## config.mk

```make
export PLATFORM = sky130hd
export DESIGN_NAME = stm_swapchain
export DESIGN_NICKNAME = d
export VERILOG_FILES = /design/src/rtl/params.sv /design/src/rtl/stm_swapchain.sv
export SDC_FILE = /design/constraint.sdc
export NUM_CORES = 1
export LEC_CHECK = 0
export ABC_AREA = 1
export CAP_MARGIN = 20
export CORE_UTILIZATION = 45
export CTS_CLUSTER_DIAMETER = 150
export DETAILED_ROUTE_END_ITERATION = 12
export PLACE_DENSITY = 0.83
export SLEW_MARGIN = 20
export SYNTH_ARGS = -nofsm -noshare
export SYNTH_HDL_FRONTEND = slang
export SYNTH_SLANG_ARGS = --single-unit
export TNS_END_PERCENT = 30
```

## constraint.sdc

```tcl
create_clock -name CLK -period 7.3 [get_ports CLK]
set_input_delay 1.825 -clock CLK [delete_from_list [all_inputs] [get_ports CLK]]
set_output_delay 1.825 -clock CLK [all_outputs]
set_load 0.03 [all_outputs]
```

## src/rtl/params.sv

```systemverilog
// Shared constants and types for the stm_timer / stm_swapchain segment path.
package params;

  localparam int          NumSegment  = 2;
  localparam int          IdxW        = 13;
  localparam logic [15:0] RepInfinite = 16'hFFFF;

  typedef enum logic [7:0] {
    TM_SYNC_IDX  = 8'h00,
    TM_SYS_TIME  = 8'h01,
    TM_IMMEDIATE = 8'hFF
  } transition_mode_t;

  function automatic logic mode_known(input logic [7:0] mode);
    return (mode == TM_SYNC_IDX) || (mode == TM_SYS_TIME) || (mode == TM_IMMEDIATE);
  endfunction

endpackage

```

## src/rtl/stm_swapchain.sv

```systemverilog
// Selects which of two index streams is played, with triggered segment swaps
// and finite/infinite loop counting.
//
// state         | meaning
// INFINITE_LOOP | track IDX_IN[SEGMENT] forever
// WAIT_START    | swap requested, old segment still playing until trigger
// FINITE_LOOP   | track IDX_IN[SEGMENT], count wraps against latched REP
// STOPPED       | loop exhausted, IDX parked at CYCLE[SEGMENT], STOP high
module stm_swapchain
  import params::*;
(
  input  logic            CLK,
  input  logic            RST,
  input  logic            UPDATE_SETTINGS,
  input  logic            REQ_RD_SEGMENT,
  input  logic [7:0]      TRANSITION_MODE,
  input  logic [63:0]     TRANSITION_VALUE,
  input  logic [15:0]     REP,
  input  logic [63:0]     SYS_TIME,
  input  logic [IdxW-1:0] IDX_IN [NumSegment],
  input  logic [IdxW-1:0] CYCLE  [NumSegment],
  output logic            SEGMENT,
  output logic [IdxW-1:0] IDX,
  output logic            STOP
);

  typedef enum logic [1:0] {
    INFINITE_LOOP,
    WAIT_START,
    FINITE_LOOP,
    STOPPED
  } state_t;

  state_t           state, state_nxt;
  logic             seg_nxt;
  logic [15:0]      loop_cnt, loop_cnt_nxt;
  logic [15:0]      rep_q;
  transition_mode_t mode_q;
  logic [63:0]      tvalue_q;
  logic             req_q;
  logic [IdxW-1:0]  prev_idx [NumSegment];
  logic             upd_ok;
  logic             trig;
  logic             wrap;

  // An update carrying an unknown mode is dropped entirely, nothing is latched.
  assign upd_ok = UPDATE_SETTINGS && mode_known(TRANSITION_MODE);
  assign wrap   = IDX_IN[SEGMENT] < prev_idx[SEGMENT];

  always_comb begin
    trig = 1'b0;
    case (mode_q)
      TM_SYNC_IDX:  trig = (IDX_IN[req_q] == '0) && (prev_idx[req_q] != '0);
      TM_SYS_TIME:  trig = SYS_TIME >= tvalue_q;
      TM_IMMEDIATE: trig = 1'b1;
      default:      trig = 1'b0;
    endcase
  end

  always_comb begin
    state_nxt    = state;
    seg_nxt      = SEGMENT;
    loop_cnt_nxt = loop_cnt;
    if (upd_ok) begin
      if (REQ_RD_SEGMENT == SEGMENT) begin
        loop_cnt_nxt = '0;
        state_nxt    = (REP == RepInfinite) ? INFINITE_LOOP : FINITE_LOOP;
      end else begin
        state_nxt = WAIT_START;
      end
    end else begin
      case (state)
        WAIT_START: begin
          if (trig) begin
            seg_nxt      = req_q;
            loop_cnt_nxt = '0;
            state_nxt    = (rep_q == RepInfinite) ? INFINITE_LOOP : FINITE_LOOP;
          end
        end
        FINITE_LOOP: begin
          if (wrap) begin
            if (loop_cnt == rep_q) state_nxt = STOPPED;
            else                   loop_cnt_nxt = loop_cnt + 16'd1;
          end
        end
        default: ;
      endcase
    end
  end

  always_ff @(posedge CLK or posedge RST) begin
    if (RST) begin
      state    <= INFINITE_LOOP;
      SEGMENT  <= 1'b0;
      IDX      <= '0;
      STOP     <= 1'b0;
      loop_cnt <= '0;
      rep_q    <= RepInfinite;
      mode_q   <= TM_SYNC_IDX;
      tvalue_q <= '0;
      req_q    <= 1'b0;
      for (int i = 0; i < NumSegment; i++) prev_idx[i] <= '0;
    end else begin
      state    <= state_nxt;
      SEGMENT  <= seg_nxt;
      loop_cnt <= loop_cnt_nxt;
      if (upd_ok) begin
        req_q    <= REQ_RD_SEGMENT;
        mode_q   <= transition_mode_t'(TRANSITION_MODE);
        tvalue_q <= TRANSITION_VALUE;
        rep_q    <= REP;
      end
      for (int i = 0; i < NumSegment; i++) prev_idx[i] <= IDX_IN[i];
      // Output follows the next segment so a swap and its first index share an edge.
      IDX  <= (state_nxt == STOPPED) ? CYCLE[seg_nxt] : IDX_IN[seg_nxt];
      STOP <= (state_nxt == STOPPED);
    end
  end

endmodule
```

## Word level (Yosys, flattened, before mapping)

Index checks and enable logic that the tools add are counted.

- $lt $le $gt $ge: 5
- Add/subtract/negate cells: 1
- Divide/modulo/power cells: 0
- Multipliers: 0
- Muxes and demuxes: 37
- Bitwise gates (word level): 3
- Reduce and logical (&&, ||, !) cells: 10
- Shift-type cells: 0
- Equal/unequal tests: 15

Operators with widths:

| operator | number |
|---|---|
| $mux 13 | 19 |
| $mux 16 | 5 |
| $ge 64x64->1 | 1 |
| $eq 16x16->1 const B | 2 |
| $pmux 16 s2 | 1 |
| $add 16x1->16 const B | 1 |
| $eq 16x16->1 | 1 |
| $eq 8x1->1 const B | 2 |
| $eq 8x8->1 const B | 2 |
| $logic_not 8->1 | 2 |
| $mux 2 | 7 |
| $logic_not 13->1 | 1 |
| $lt 13x13->1 | 1 |
| $reduce_bool 13->1 | 1 |
| $ne 3x3->1 const B | 3 |
| $ge 2x2->1 const B | 3 |
| $not 1->2 | 3 |
| $reduce_and 5->1 | 1 |
| $eq 2x2->1 const B | 2 |
| $pmux 2 s2 | 1 |
| $mux 1 | 3 |
| $pmux 1 s3 | 1 |
| $reduce_bool 3->1 | 1 |
| $eq 2x1->1 const B | 1 |
| other kinds (4) | 6 |

- Bits of input ports: 208
- Latch bits: 0
- ROM bits: 0
- Bits in registers: 148
- Memories: 0
- Memory bits (writable): 0
- Output and inout port bits: 15

## Depth between registers and ports, before layout

Gate-level depths: netlist of the first run.

- Depth in word-level cells: 15
- Gate-level depth with buffers: 26
- Mapped depth without buffers: 25

## Worst setup path before layout of the first run

OpenSTA, ideal clock, no wires.

- Path type: in2reg
- Start: input port SYS_TIME[55]
- End: register IDX[10]
- Stages on the path: 19
- Path buffers: 1
- Arrival: 3.514 ns
- Path slack: 3.670 ns
- Library setup time: 0.116 ns
- Required time: 7.184 ns
- Cells stage by stage: ha_1 nand2_1 nor2_2 nand2_1 nor3_2 nand2_1 nor2_1 nand2_1 nand2_1 nand2_2 nand2_4 nand2_2 nand3_2 nand2_1 nand2_2 nand2_4 buf_4 nand3_1 nand2_1

RTL lines:

| what | RTL line | source |
|---|---|---|
| from (decl) | stm_swapchain.sv:19 | `input logic [63:0] SYS_TIME,` |
| $ge 64x64->1 | stm_swapchain.sv:54 | `TM_SYS_TIME: trig = SYS_TIME >= tvalue_q;` |
| $pmux 1 s3 | stm_swapchain.sv:52 | `case (mode_q)` |
| $mux 2 | stm_swapchain.sv:74 | `if (trig) begin` |
| $pmux 2 s2 | stm_swapchain.sv:72 | `case (state)` |
| $mux 2 | stm_swapchain.sv:64 | `if (upd_ok) begin` |
| net state_nxt[1] | stm_swapchain.sv:34 | `state_t state, state_nxt;` |
| $eq 2x2->1 | stm_swapchain.sv:115 | `IDX <= (state_nxt == STOPPED) ? CYCLE[seg_nxt] : IDX_IN[seg_nxt];` |
| $mux 13 | stm_swapchain.sv:115 |  |
| to (signal assigned) | stm_swapchain.sv:115 |  |
| to (decl) | stm_swapchain.sv:23 | `output logic [IdxW-1:0] IDX,` |

The timed path passes the listed nets, and every way through them passes these cells. The select of a mux whose other input is x is not followed.
A chain may end at the register's enable or synchronous reset.

## Final worst setup path of the first run

- Start: input port SYS_TIME[55]
- End: register IDX[11]

- Word-level cells in the longest chain between the ends: 10

Ends and longest elaborated chain:

| what | RTL line | source |
|---|---|---|
| $ge 64x64->1 * | stm_swapchain.sv:54 |  |
| $pmux 1 s3 * | stm_swapchain.sv:52 |  |
| $mux 1 * | stm_swapchain.sv:74 |  |
| $mux 1 * | stm_swapchain.sv:72 |  |
| $mux 1 * | stm_swapchain.sv:64 |  |
| net seg_nxt | stm_swapchain.sv:35 | `logic seg_nxt;` |
| $not 1->2 (not written as such) * | stm_swapchain.sv:115 |  |
| $mux 13 (not written as such) (3 in series) | stm_swapchain.sv:115 |  |
| $mux 13 * | stm_swapchain.sv:115 |  |

The timed path passes the listed nets; every way through them passes the cells marked *. The select of a mux whose other input is x is not followed.

==> run summary, run 1 <==
Outcome: completed
Worst-path fanout max: 34
Proportion of total power due to net switching: 0.353
Floorplan Core Area: 0.0190 sq mm
Hold path startpoint: rep_q[14]$_DFFE_PP1P_
Number of antenna violations at the first check in global routing: 0
Synthesized-area fraction occupied by xor and xnor cells: 0.0159
Overall overflow remaining after global route: 0
Number of design rule violations left after detail routing: 0
Slew margin rel.: 0.301
Die extent in x: 142 um
R2R Setup Slk: 3.63 ns
R2r endpoint: loop_cnt[5]$_DFFE_PP0P_
EDFF count, synth: 0
Maximum vdd drop: 0.159 mV
Syn Std Cell Area: 0.00879 sq mm
Multiplexer share of the synthesized area: 0.00228
Count of standard-cell rows: 50
Post-detail-place hpwl: 16.8 mm
Post-layout util: 0.622
Post-Synth Adder-Cell Area: 0.114
Initial DRC count: 566
Number of port buffers: 222
Min Tclk post-route: 4.19 ns
Category of the critical setup timing path: in2reg
Endpoint of the worst hold path: rep_q[14]$_DFFE_PP1P_
Final antenna-violating net count: 0
Final routed wire length divided by cell count: 14.0 um
Leading cell types by total area after synthesis: sky130_fd_sc_hd__dfrtp_1, sky130_fd_sc_hd__nand2_1, sky130_fd_sc_hd__ha_1
Slew at the pin with the worst max-slew slack: 1.05 ns
Non-Filler Cell Area, Final: 0.0118 sq mm
Wire length of the first global-routing pass: 36.6 mm
Combinational family with the most area after synthesis: simple AND/OR/NAND/NOR gates
Via count of the first global-routing pass: 7905
Post-synthesis share of cell area spent on and, or, nand and nor gates: 0.238
Int Pwr: 0.00197 W
Synthesized-area fraction occupied by ao, oa, aoi and oai cells: 0.116
Cell count after synthesis: 1119
Routability congestion estimate from global placement: 0.959
Required time of the critical path: 7.62 ns
Die Area: 0.0201 sq mm
Count of cells along the worst register-to-register path: 13
Count of yosys warnings during synthesis: 0
Number of iterations in the first detailed-routing pass: 5
Resize count post-CTS: 0
Worst Hold Path Cells: 2
Area Overhead vs Synth: 34.1%
Post-CTS Setup Bufs: 0
Number of H-tree levels: 4
Average cell area after synthesis: 7.86 sq um
Largest net degree at the start of global routing: 131
Tot Pwr: 0.00305 W
Hold violation total from the final report: 0
CTS Buffer Depth: 2
Root Buffer: sky130_fd_sc_hd__clkbuf_16
Via density per instance: 5.06
TritonCTS Sinks: 148
Reg-to-reg startpoint: SEGMENT$_DFF_PP0_
Critical Path Start Type: input port
Antenna Cells: 0
Most numerous cell types in the synthesized netlist: sky130_fd_sc_hd__nand2_1, sky130_fd_sc_hd__inv_1, sky130_fd_sc_hd__dfrtp_1
Initial Util: 0.464
Tightest Hold Check Type: reg2reg
Power share of the sequential group: 0.347
Clock input transition at the sequential cells of the worst setup and hold paths: 0.06 ns
Top achievable clock speed: 239 MHz
Cts bufs inserted: 17
Post-synthesis cell type with the largest combined area: sky130_fd_sc_hd__dfrtp_1
Clock network power share: 0.303
Reported net switching power: 0.00108 W
Gate power share: 0.350
Arrival @ worst endpoint: 4.50 ns
Synth async-reset ratio: 1.00
Final worst clock skew: 0.0141 ns
Part of the Yosys area used for sequential elements: 0.424
Clock tree from TritonCTS: yes
Endpoint type of the worst setup path: flop
Final period util: 0.574
Unique masters post-synth: 39
Flip-flop and latch count after synthesis: 148
Clock latency on the worst-skew pair: 0.43 ns
Hold-fix buffers, CTS: 0
Top FF cell, synth: sky130_fd_sc_hd__dfrtp_1
Final nets: 1615
Final setup violation count: 0
Power density over the cells: 258 mW/mm^2
Cell with the most instances after synthesis: sky130_fd_sc_hd__nand2_1
TNS Setup: 0 ns
Fraction of synthesized cell area taken by the top area cell type: 0.376
Sum of routed wire length over all layers: 22.4 mm
Placed cell areas: 0.0112 sq mm
LEAKAGE: 5.56 nW
Via count: 8096
Boundary Pins: 223
Unrepaired setup endpoints after global routing: false
GRT Overall Usage: 0.230
Max cap viols: 0
Fraction of layout instances using a drive strength above 1: 0.0604
Post-Syn Nets: 1407
DIE HEIGHT: 142 um
Final count of pins violating max slew: 0
-- per-layer routing --
metal | track usage | vias to the layer above | routed length (um)
li1 | - | 4067 | -
met1 | 0.295 | 3741 | 10100
met2 | 0.387 | 244 | 10600
met3 | 0.0483 | 44 | 1240
met4 | 0.0753 | 0 | 470
met5 | 0 | - | 0
-- area by class of cell --
class,instances,area (sq um)
Fill cell,1607,7160
Multi-Input combinational cell,777,4280
Sequential cell,148,3720
Timing Repair Buffer,224,2240
Inverter,159,603
Clock buffer,20,467
Tap cell,260,325
Clock inverter,12,153
-- through the flow --
step                      hold WS, ns  instances  setup slack (ns)
final                           0.488       1600              3.11
after floorplan                 0.446       1119              1.52
after global placement          0.461       1568              2.71
after detailed placement        0.477       1568              2.65
after CTS                       0.488       1600              3.09
after global routing            0.513       1600              2.72
-- worst max-delay path, stage by stage --
cell	delay (ns)
sky130_fd_sc_hd__clkdlybuf4s50_1	0.41
sky130_fd_sc_hd__ha_1	0.30
sky130_fd_sc_hd__nand2_1	0.08
sky130_fd_sc_hd__nor2_2	0.14
sky130_fd_sc_hd__nand2_1	0.09
sky130_fd_sc_hd__nor3_2	0.22
sky130_fd_sc_hd__nand2_1	0.08
sky130_fd_sc_hd__nor2_1	0.10
sky130_fd_sc_hd__nand2_1	0.06
sky130_fd_sc_hd__nand2_1	0.08
sky130_fd_sc_hd__nand2_2	0.09
sky130_fd_sc_hd__nand2_4	0.11
sky130_fd_sc_hd__nand3_4	0.17
sky130_fd_sc_hd__nand2_4	0.34
sky130_fd_sc_hd__inv_2	0.12
sky130_fd_sc_hd__nand2_1	0.07
sky130_fd_sc_hd__o21ai_0	0.07
sky130_fd_sc_hd__nand2_1	0.07
sky130_fd_sc_hd__nand2_1	0.05
-- power by group through the flow --
stage / Sequential (W) / Combinational, W / Clock [W]
after floorplan: 0.00113 / 0.000674 / 0
after global placement: 0.00107 / 0.00103 / 0
after detailed placement: 0.00107 / 0.00106 / 0
after CTS: 0.00106 / 0.00107 / 0.000940
after global routing: 0.00107 / 0.00120 / 0.000976
final: 0.00106 / 0.00107 / 0.000922
-- flip-flops by register name, indices dropped and copies added (netlist names) --
signal / count
IDX: 13
req_q: 1
rep_q: 16
loop_cnt: 16
state: 2
SEGMENT: 1
mode_q: 8
prev_idx: 26
tvalue_q: 64
STOP: 1
-- worst max path at each step --
stage | startpoint | endpoint | slack, ns | depth (start not counted)
floorplan | RST | IDX[0]$_DFF_PP0_ | 1.52 | 1
global placement | SYS_TIME[59] | IDX[11]$_DFF_PP0_ | 2.71 | 19
detailed placement | SYS_TIME[58] | IDX[11]$_DFF_PP0_ | 2.65 | 19
CTS | SYS_TIME[58] | IDX[11]$_DFF_PP0_ | 3.09 | 19
global route | SYS_TIME[58] | IDX[11]$_DFF_PP0_ | 2.72 | 19
finish | SYS_TIME[55] | IDX[11]$_DFF_PP0_ | 3.11 | 19
-- cell families after synthesis --
group,after synthesis
adders and majority gates,80
buffers and inverters,194
muxes,2
xor gates and xnor gates,16
AOI/OAI and AO/OA,200
and+or+nand+nor,479
DFF,148
-- placed cells by master, fill, tap and decap left out, drive strengths merged, types with 3 or more instances in the layout --
cell type      netlist  final
a21oi               48     48
bufinv               0      3
clkbuf              14     20
clkdlybuf4s50        0    222
clkinv               2      7
clkinvlp             0      3
dfrtp              132    132
dfstp               16     16
ha                  80     80
inv                157    158
nand2              304    304
nand3               56     56
nand4               28     28
nor2                52     52
nor3                23     23
nor4                12     12
o21ai              144    144
xnor2                9      9
xor2                 7      7
Power figures use the tool's default switching activity.
==> run 2: changes to the inputs <==
Clock period 7.3 ns to 4.3 ns, I/O delays scaled along.
==> run 2 against run 1 <==
Sequential power up 68%. Register-to-register slack worse by 2.4 ns. Largest cell class unchanged. Clock skew up 0.0025 ns. Combinational power up 77%. Global-route usage up 0.61 points. Final area up 0.70%.
==> run summary, run 2 (same netlist as run 1, synthesis figures left out) <==
Number of H-tree levels: 4 (unchanged)
Max cap viols: 0 (unchanged)
Antenna Cells: 0 (unchanged)
Die extent in x: 142 um (unchanged)
Final routed wire length divided by cell count: 14.5 um (+3.3%)
Commonest cells after routing, fill and taps aside: sky130_fd_sc_hd__nand2_1, sky130_fd_sc_hd__clkdlybuf4s50_1, sky130_fd_sc_hd__inv_1, sky130_fd_sc_hd__dfrtp_1, sky130_fd_sc_hd__o21ai_0
Area Overhead vs Synth: 35.1%
Final nets: 1622 (+0.43%)
Flip-flop count of the largest register after layout: 64 (unchanged)
Hold path startpoint: rep_q[5]$_DFFE_PP1P_
Arrival @ worst endpoint: 3.88 ns (-0.62 ns)
Initial DRC count: 456 (-19%)
Maximum vdd drop: 0.234 mV (+47%)
Final worst clock skew: 0.0166 ns (+0.00254 ns)
Largest net degree at the start of global routing: 83 (-37%)
Post-detail-place hpwl: 17.6 mm (+5.1%)
Reg with most FFs: tvalue_q
Final setup violation count: 0 (unchanged)
FILL cells: 1598 (-0.56%)
Hold violation total from the final report: 0 (unchanged)
Number of antenna violations at the first check in global routing: 0 (unchanged)
Slew margin rel.: 0.489 (+0.187)
Sum of routed wire length over all layers: 23.3 mm (+3.8%)
Wire length of the first global-routing pass: 37.6 mm (+2.8%)
CTS Buffer Depth: 2 (unchanged)
Number of iterations in the first detailed-routing pass: 7 (+2)
Cts bufs inserted: 17 (unchanged)
Clock latency on the worst-skew pair: 0.42 ns (about the same)
Worst setup path startpoint: SYS_TIME[59]
Slew at the pin with the worst max-slew slack: 0.760 ns (-0.288 ns)
Hold-fix buffers, CTS: 0 (unchanged)
Biggest regs: tvalue_q: 64 flops, prev_idx: 26 flops
TritonCTS Sinks: 148 (unchanged)
Count of cells along the worst register-to-register path: 15 (+2)
Power density over the cells: 441 mW/mm^2 (+71%)
Delay of the slowest cell on the worst path: 0.41 ns (about the same)
GRT Overall Usage: 0.236 (+0.00612)
Tightest Hold Check Type: reg2reg
Top achievable clock speed: 280 MHz
Placed cell areas: 0.0112 sq mm (+0.62%)
Reg-to-reg startpoint: SEGMENT$_DFF_PP0_
R2R Setup Slk: 1.24 ns (-2.39 ns)
Master of the slowest instance on the critical path: sky130_fd_sc_hd__clkdlybuf4s50_1
Resize count post-CTS: 0 (unchanged)
Post-layout util: 0.626 (+0.00436)
Setup ws final: 0.730 ns (-2.38 ns)
Placement-stage worst setup slack: 0.319 ns (-2.33 ns)
Most used cell along the critical path: sky130_fd_sc_hd__nand2_1
Via count of the first global-routing pass: 8106 (+2.5%)
Critical path endpoint: IDX[11]$_DFF_PP0_
Via density per instance: 5.12 (+1.2%)
Root Buffer: sky130_fd_sc_hd__clkbuf_16
DIE HEIGHT: 142 um (unchanged)
Category of the critical setup timing path: in2reg
TNS Setup: 0 ns (unchanged)
Overall overflow remaining after global route: 0 (unchanged)
Clock tree from TritonCTS: yes
Routability congestion estimate from global placement: 0.906 (-5.5%)
Number of design rule violations left after detail routing: 0 (unchanged)
Final count of pins violating max slew: 0 (unchanged)
Number of port buffers: 222 (unchanged)
Worst-path fanout max: 34 (unchanged)
Outcome: completed
Unrepaired setup endpoints after global routing: false
CP Cell Sequence: clkdlybuf4s50_1 > ha_1 > nand2_1 > nor2_1 > nand2_1 > nor3_2 > nand2_1 > nor2_1 > nand2_1 > nand2_1 > nand2_2 > nand2_4 > nand3_4 > nand2_4 > inv_2 > nand2_1 > o21ai_0 > nand2_1 > nand2_1
Endpoint type of the worst setup path: flop
LEAKAGE: 5.61 nW (+0.83%)
Hold WS: 0.482 ns (-0.00629 ns)
Most common library cell in the layout ignoring fill and taps: sky130_fd_sc_hd__nand2_1
Non-Filler Cell Area, Final: 0.0119 sq mm (+0.70%)
Via count: 8226 (+1.6%)
Clock input transition at the sequential cells of the worst setup and hold paths: 0.06 ns (about the same)
Min Tclk post-route: 3.57 ns
Count of standard-cell rows: 50 (unchanged)
Die Area: 0.0201 sq mm (unchanged)
Final antenna-violating net count: 0 (unchanged)
R2r endpoint: IDX[1]$_DFF_PP0_
Initial Util: 0.464 (unchanged)
Floorplan Core Area: 0.0190 sq mm (unchanged)
Fraction of layout instances using a drive strength above 1: 0.0661 (+0.00562)
Critical Path Start Type: input port
Post-CTS Setup Bufs: 0 (unchanged)
Required time of the critical path: 4.61 ns (-3.01 ns)
Boundary Pins: 223 (unchanged)
Final period util: 0.830
[run 2: cell types whose count changed in the layout (fill, tap and decap cells not counted)]
cell,change
sky130_fd_sc_hd__inv_8,+2
sky130_fd_sc_hd__clkbuf_8,-2
sky130_fd_sc_hd__buf_12,+3
sky130_fd_sc_hd__buf_6,-1
sky130_fd_sc_hd__clkinv_2,+1
sky130_fd_sc_hd__clkinv_4,+1
sky130_fd_sc_hd__inv_6,-1
sky130_fd_sc_hd__clkinv_1,-1
sky130_fd_sc_hd__buf_4,+5
[run 2: worst max-delay path: cells and delay by family]
kind	cells	cell delay, ns
adders and majority gates	1	0.31
buffers and inverters	2	0.53
and+or+nand+nor	15	1.86
AOI/OAI and AO/OA	1	0.08
[run 2: cell type report]
class	instances	area (sq um)	area share
multi-input cells	777	4280	0.360
inverters	159	602	0.0507
flip-flops and latches	148	3720	0.314
well taps	260	325	0.0274
repair buffers	231	2330	0.196
clock buffers	18	439	0.0370
clock inverters	14	178	0.0150
[run 2: how the worst min path moves through the flow]
stage	end	slack, ns	cells after the start
2_1_floorplan	tvalue_q[0]$_DFFE_PP0P_	0.45	2
3_3_place_gp	tvalue_q[0]$_DFFE_PP0P_	0.47	2
3_5_place_dp	rep_q[5]$_DFFE_PP1P_	0.48	2
4_1_cts	rep_q[5]$_DFFE_PP1P_	0.49	2
5_1_grt	rep_q[4]$_DFFE_PP1P_	0.50	2
6_report	rep_q[5]$_DFFE_PP1P_	0.48	2
[run 2: where the power goes]
| part | internal, W | leakage [nW] | switching [W] |
|---|---|---|---|
| registers | 0.00167 | 1.64 | 0.000113 |
| clock network | 0.000938 | 0.300 | 0.000622 |
| logic | 0.000748 | 3.67 | 0.00114 |
[run 2: per-stage QoR]
step           instances  power, W
4_1_cts             1606   0.00525
3_5_place_dp        1574   0.00367
2_1_floorplan       1119   0.00306
3_3_place_gp        1574   0.00360
6_report            1607   0.00523
5_1_grt             1607   0.00556
[run 2: per-layer routing]
| layer | vias up | global-route usage | wire (um) |
|---|---|---|---|
| li1 | 4075 | - | - |
| met1 | 3801 | 0.289 | 9830 |
| met2 | 308 | 0.408 | 11300 |
| met3 | 42 | 0.0543 | 1690 |
| met4 | 0 | 0.0826 | 490 |
| met5 | - | 0 | 0 |
==> run 3: changes to the inputs <==
Settings changed: PLACE_DENSITY 0.83 to 0.86.
Clock period 4.3 ns to 3.27 ns, I/O delays scaled along.
==> run 3 against run 2 <==
Combinational power up 41%. Global-route usage up 0.55 points. Total power up 37%. Sequential power up 32%. Critical path depth up 1. Critical path type unchanged.
==> run summary, run 3 (same netlist as run 1, synthesis figures left out) <==
Hold violation total from the final report: 0 (unchanged)
Wire length of the first global-routing pass: 38.4 mm (+1.9%)
Reported net switching power: 0.00248 W (+32%)
Placed Cells incl. Taps: 1617 (+2.7%)
Power share of the sequential group: 0.329 (-0.012)
Routed met1 length: 10.1 mm (+3.2%)
Area Overhead vs Synth: 39.3%
Max cap viols: 0 (unchanged)
Proportion of total power due to net switching: 0.347 (-0.0113)
Die extent in x: 142 um (unchanged)
Delay of the slowest cell on the worst path: 0.41 ns (about the same)
Required time of the critical path: 3.63 ns (-0.98 ns)
Reg with most FFs: tvalue_q
Outcome: completed
Tightest Hold Check Type: reg2reg
Routability congestion estimate from global placement: 0.880 (-2.9%)
Resize count post-CTS: 0 (unchanged)
Floorplan Core Area: 0.0190 sq mm (unchanged)
Arrival @ worst endpoint: 3.36 ns (-0.52 ns)
Final nets: 1664 (+2.6%)
Biggest regs: tvalue_q: 64 flops, prev_idx: 26 flops
Number of antenna violations at the first check in global routing: 0 (unchanged)
Post-CTS Setup Bufs: 0 (unchanged)
Top metal layer carrying routed signals: met4
Number of design rule violations left after detail routing: 0 (unchanged)
DIE HEIGHT: 142 um (unchanged)
Slew margin rel.: 0.498 (+0.00906)
Clock tree from TritonCTS: yes
Slew at the pin with the worst max-slew slack: 0.746 ns (-0.0135 ns)
Area of the multi-input gates: 0.00428 sq mm (about the same)
Int Pwr: 0.00467 W (+39%)
Via count: 8375 (+1.8%)
Final setup violation count: 0 (unchanged)
Root Buffer: sky130_fd_sc_hd__clkbuf_16
Final routed wire length divided by cell count: 14.2 um (-1.6%)
Top achievable clock speed: 334 MHz
Final worst clock skew: 0.0158 ns (-0.000867 ns)
Area used by sequential logic in the layout: 0.00372 sq mm (unchanged)
Master of the slowest instance on the critical path: sky130_fd_sc_hd__clkdlybuf4s50_1
Maximum vdd drop: 0.361 mV (+55%)
Power density over the cells: 584 mW/mm^2 (+32%)
Endpoint type of the worst setup path: flop
Category of the critical setup timing path: in2reg
LEAKAGE: 5.83 nW (+4.0%)
Number of port buffers: 222 (unchanged)
Initial Util: 0.464 (unchanged)
Boundary Pins: 223 (unchanged)
Initial DRC count: 482 (+5.7%)
Metal2 WL: 11.5 mm (+2.0%)
Most common library cell in the layout ignoring fill and taps: sky130_fd_sc_hd__nand2_1
Die Area: 0.0201 sq mm (unchanged)
Post-detail-place hpwl: 18.0 mm (+2.0%)
CTS Buffer Depth: 2 (unchanged)
Non-filler cells in the finished layout: 1649 (+2.6%)
Final count of pins violating max slew: 0 (unchanged)
FILL cells: 1494 (-6.5%)
Clock network power share: 0.298 (about the same)
Most used cell along the critical path: sky130_fd_sc_hd__nand2_1
Critical Path Start Type: input port
Count of standard-cell rows: 50 (unchanged)
Via count of the first global-routing pass: 8304 (+2.4%)
Commonest cells after routing, fill and taps aside: sky130_fd_sc_hd__nand2_1, sky130_fd_sc_hd__clkdlybuf4s50_1, sky130_fd_sc_hd__inv_1, sky130_fd_sc_hd__dfrtp_1, sky130_fd_sc_hd__o21ai_0
Clock latency on the worst-skew pair: 0.43 ns (about the same)
Overall overflow remaining after global route: 0 (unchanged)
Clock input transition at the sequential cells of the worst setup and hold paths: 0.06 ns (about the same)
Number of H-tree levels: 4 (unchanged)
Sum of routed wire length over all layers: 23.5 mm (+0.93%)
CP Cell Sequence: clkdlybuf4s50_1 > ha_1 > nand2_1 > nor3_1 > nand2_1 > nor2_1 > nor2_1 > nand2_1 > nand2_1 > nand2_1 > nand2_2 > nand2_4 > nand2_2 > nand2_4 > nand2_4 > inv_2 > nand2_1 > o21ai_1 > nand2_1 > nand2_1
Final period util: 0.917
Via density per instance: 5.08 (-0.78%)
Largest net degree at the start of global routing: 68 (-18%)
Min Tclk post-route: 3.00 ns
Flip-flop count of the largest register after layout: 64 (unchanged)
Detailed route wirelength on metal3: 1.52 mm (-9.9%)
Number of iterations in the first detailed-routing pass: 7 (unchanged)
Antenna Cells: 0 (unchanged)
Final antenna-violating net count: 0 (unchanged)
Gate power share: 0.373 (+0.012)
GRT Overall Usage: 0.242 (+0.00546)
Fraction of layout instances using a drive strength above 1: 0.0936 (+0.0275)
Post-layout util: 0.646 (+0.0196)
Worst-path fanout max: 7 (-79%)
TritonCTS Sinks: 148 (unchanged)
Unrepaired setup endpoints after global routing: false
Cts bufs inserted: 17 (unchanged)
Hold-fix buffers, CTS: 0 (unchanged)
[run 3: cell count changes in the layout (fill, tap and decap cells not counted), sizes merged]
cell	previous run	this run
bufinv	3	4
clkinv	8	5
clkinvlp	3	2
buf	9	51
clkbuf	18	21
[run 3: worst paths after layout]
path	slack (ns)	depth (start not counted)	end	start
worst max-delay path	0.27	20	IDX[11]$_DFF_PP0_	SYS_TIME[15]
worst max register to register	0.51	14	IDX[12]$_DFF_PP0_	SEGMENT$_DFF_PP0_
min in group asynchronous	0.87	2	tvalue_q[1]$_DFFE_PP0P_	RST
worst min-delay path	0.48	2	tvalue_q[0]$_DFFE_PP0P_	tvalue_q[0]$_DFFE_PP0P_
worst min register to register	0.48	2	tvalue_q[0]$_DFFE_PP0P_	tvalue_q[0]$_DFFE_PP0P_
max in group asynchronous	1.68	3	rep_q[11]$_DFFE_PP1P_	RST
[run 3: stage by stage]
| stage | setup TNS [ns] | cell area (sq um) | power (W) | hold WS [ns] | setup slack, ns |
|---|---|---|---|---|---|
| CTS | 0 | 12200 | 0.00719 | 0.485 | 0.204 |
| finish | 0 | 12200 | 0.00715 | 0.483 | 0.272 |
| global placement | -1.41 | 11600 | 0.00493 | 0.464 | -0.112 |
| global route | 0 | 12200 | 0.00760 | 0.501 | 0.0324 |
| floorplan | 0 | 8790 | 0.00402 | 0.446 | 0.514 |
| detailed placement | -2.61 | 11600 | 0.00502 | 0.470 | -0.186 |
[run 3: cell type report]
| class | instances | area share |
|---|---|---|
| multi-input cells | 777 | 0.350 |
| flip-flops and latches | 148 | 0.304 |
| repair buffers | 273 | 0.219 |
| inverters | 159 | 0.0491 |
| clock buffers | 21 | 0.0376 |
| well taps | 260 | 0.0266 |
| clock inverters | 11 | 0.0141 |
[run 3: routing by layer]
metal | up-vias | global-route usage
met5 | - | 0
met4 | 0 | 0.0747
met3 | 32 | 0.0456
met2 | 293 | 0.423
met1 | 3885 | 0.301
li1 | 4165 | -
[run 3: critical path: cells and delay by family]
family                   cells  cell delay [ns]
AND/OR/NAND/NOR             16             1.55
buffers and inverters        2             0.54
adder cells (fa/ha/maj)      1             0.31
AO/OA/AOI/OAI                1             0.15
[run 3: power groups by stage]
stage | combinational [W] | clock [W] | sequential [W]
3_5_place_dp | 0.00264 | 0 | 0.00238
4_1_cts | 0.00268 | 0.00216 | 0.00235
6_report | 0.00267 | 0.00213 | 0.00235
3_3_place_gp | 0.00256 | 0 | 0.00237
5_1_grt | 0.00299 | 0.00224 | 0.00238
2_1_floorplan | 0.00150 | 0 | 0.00252
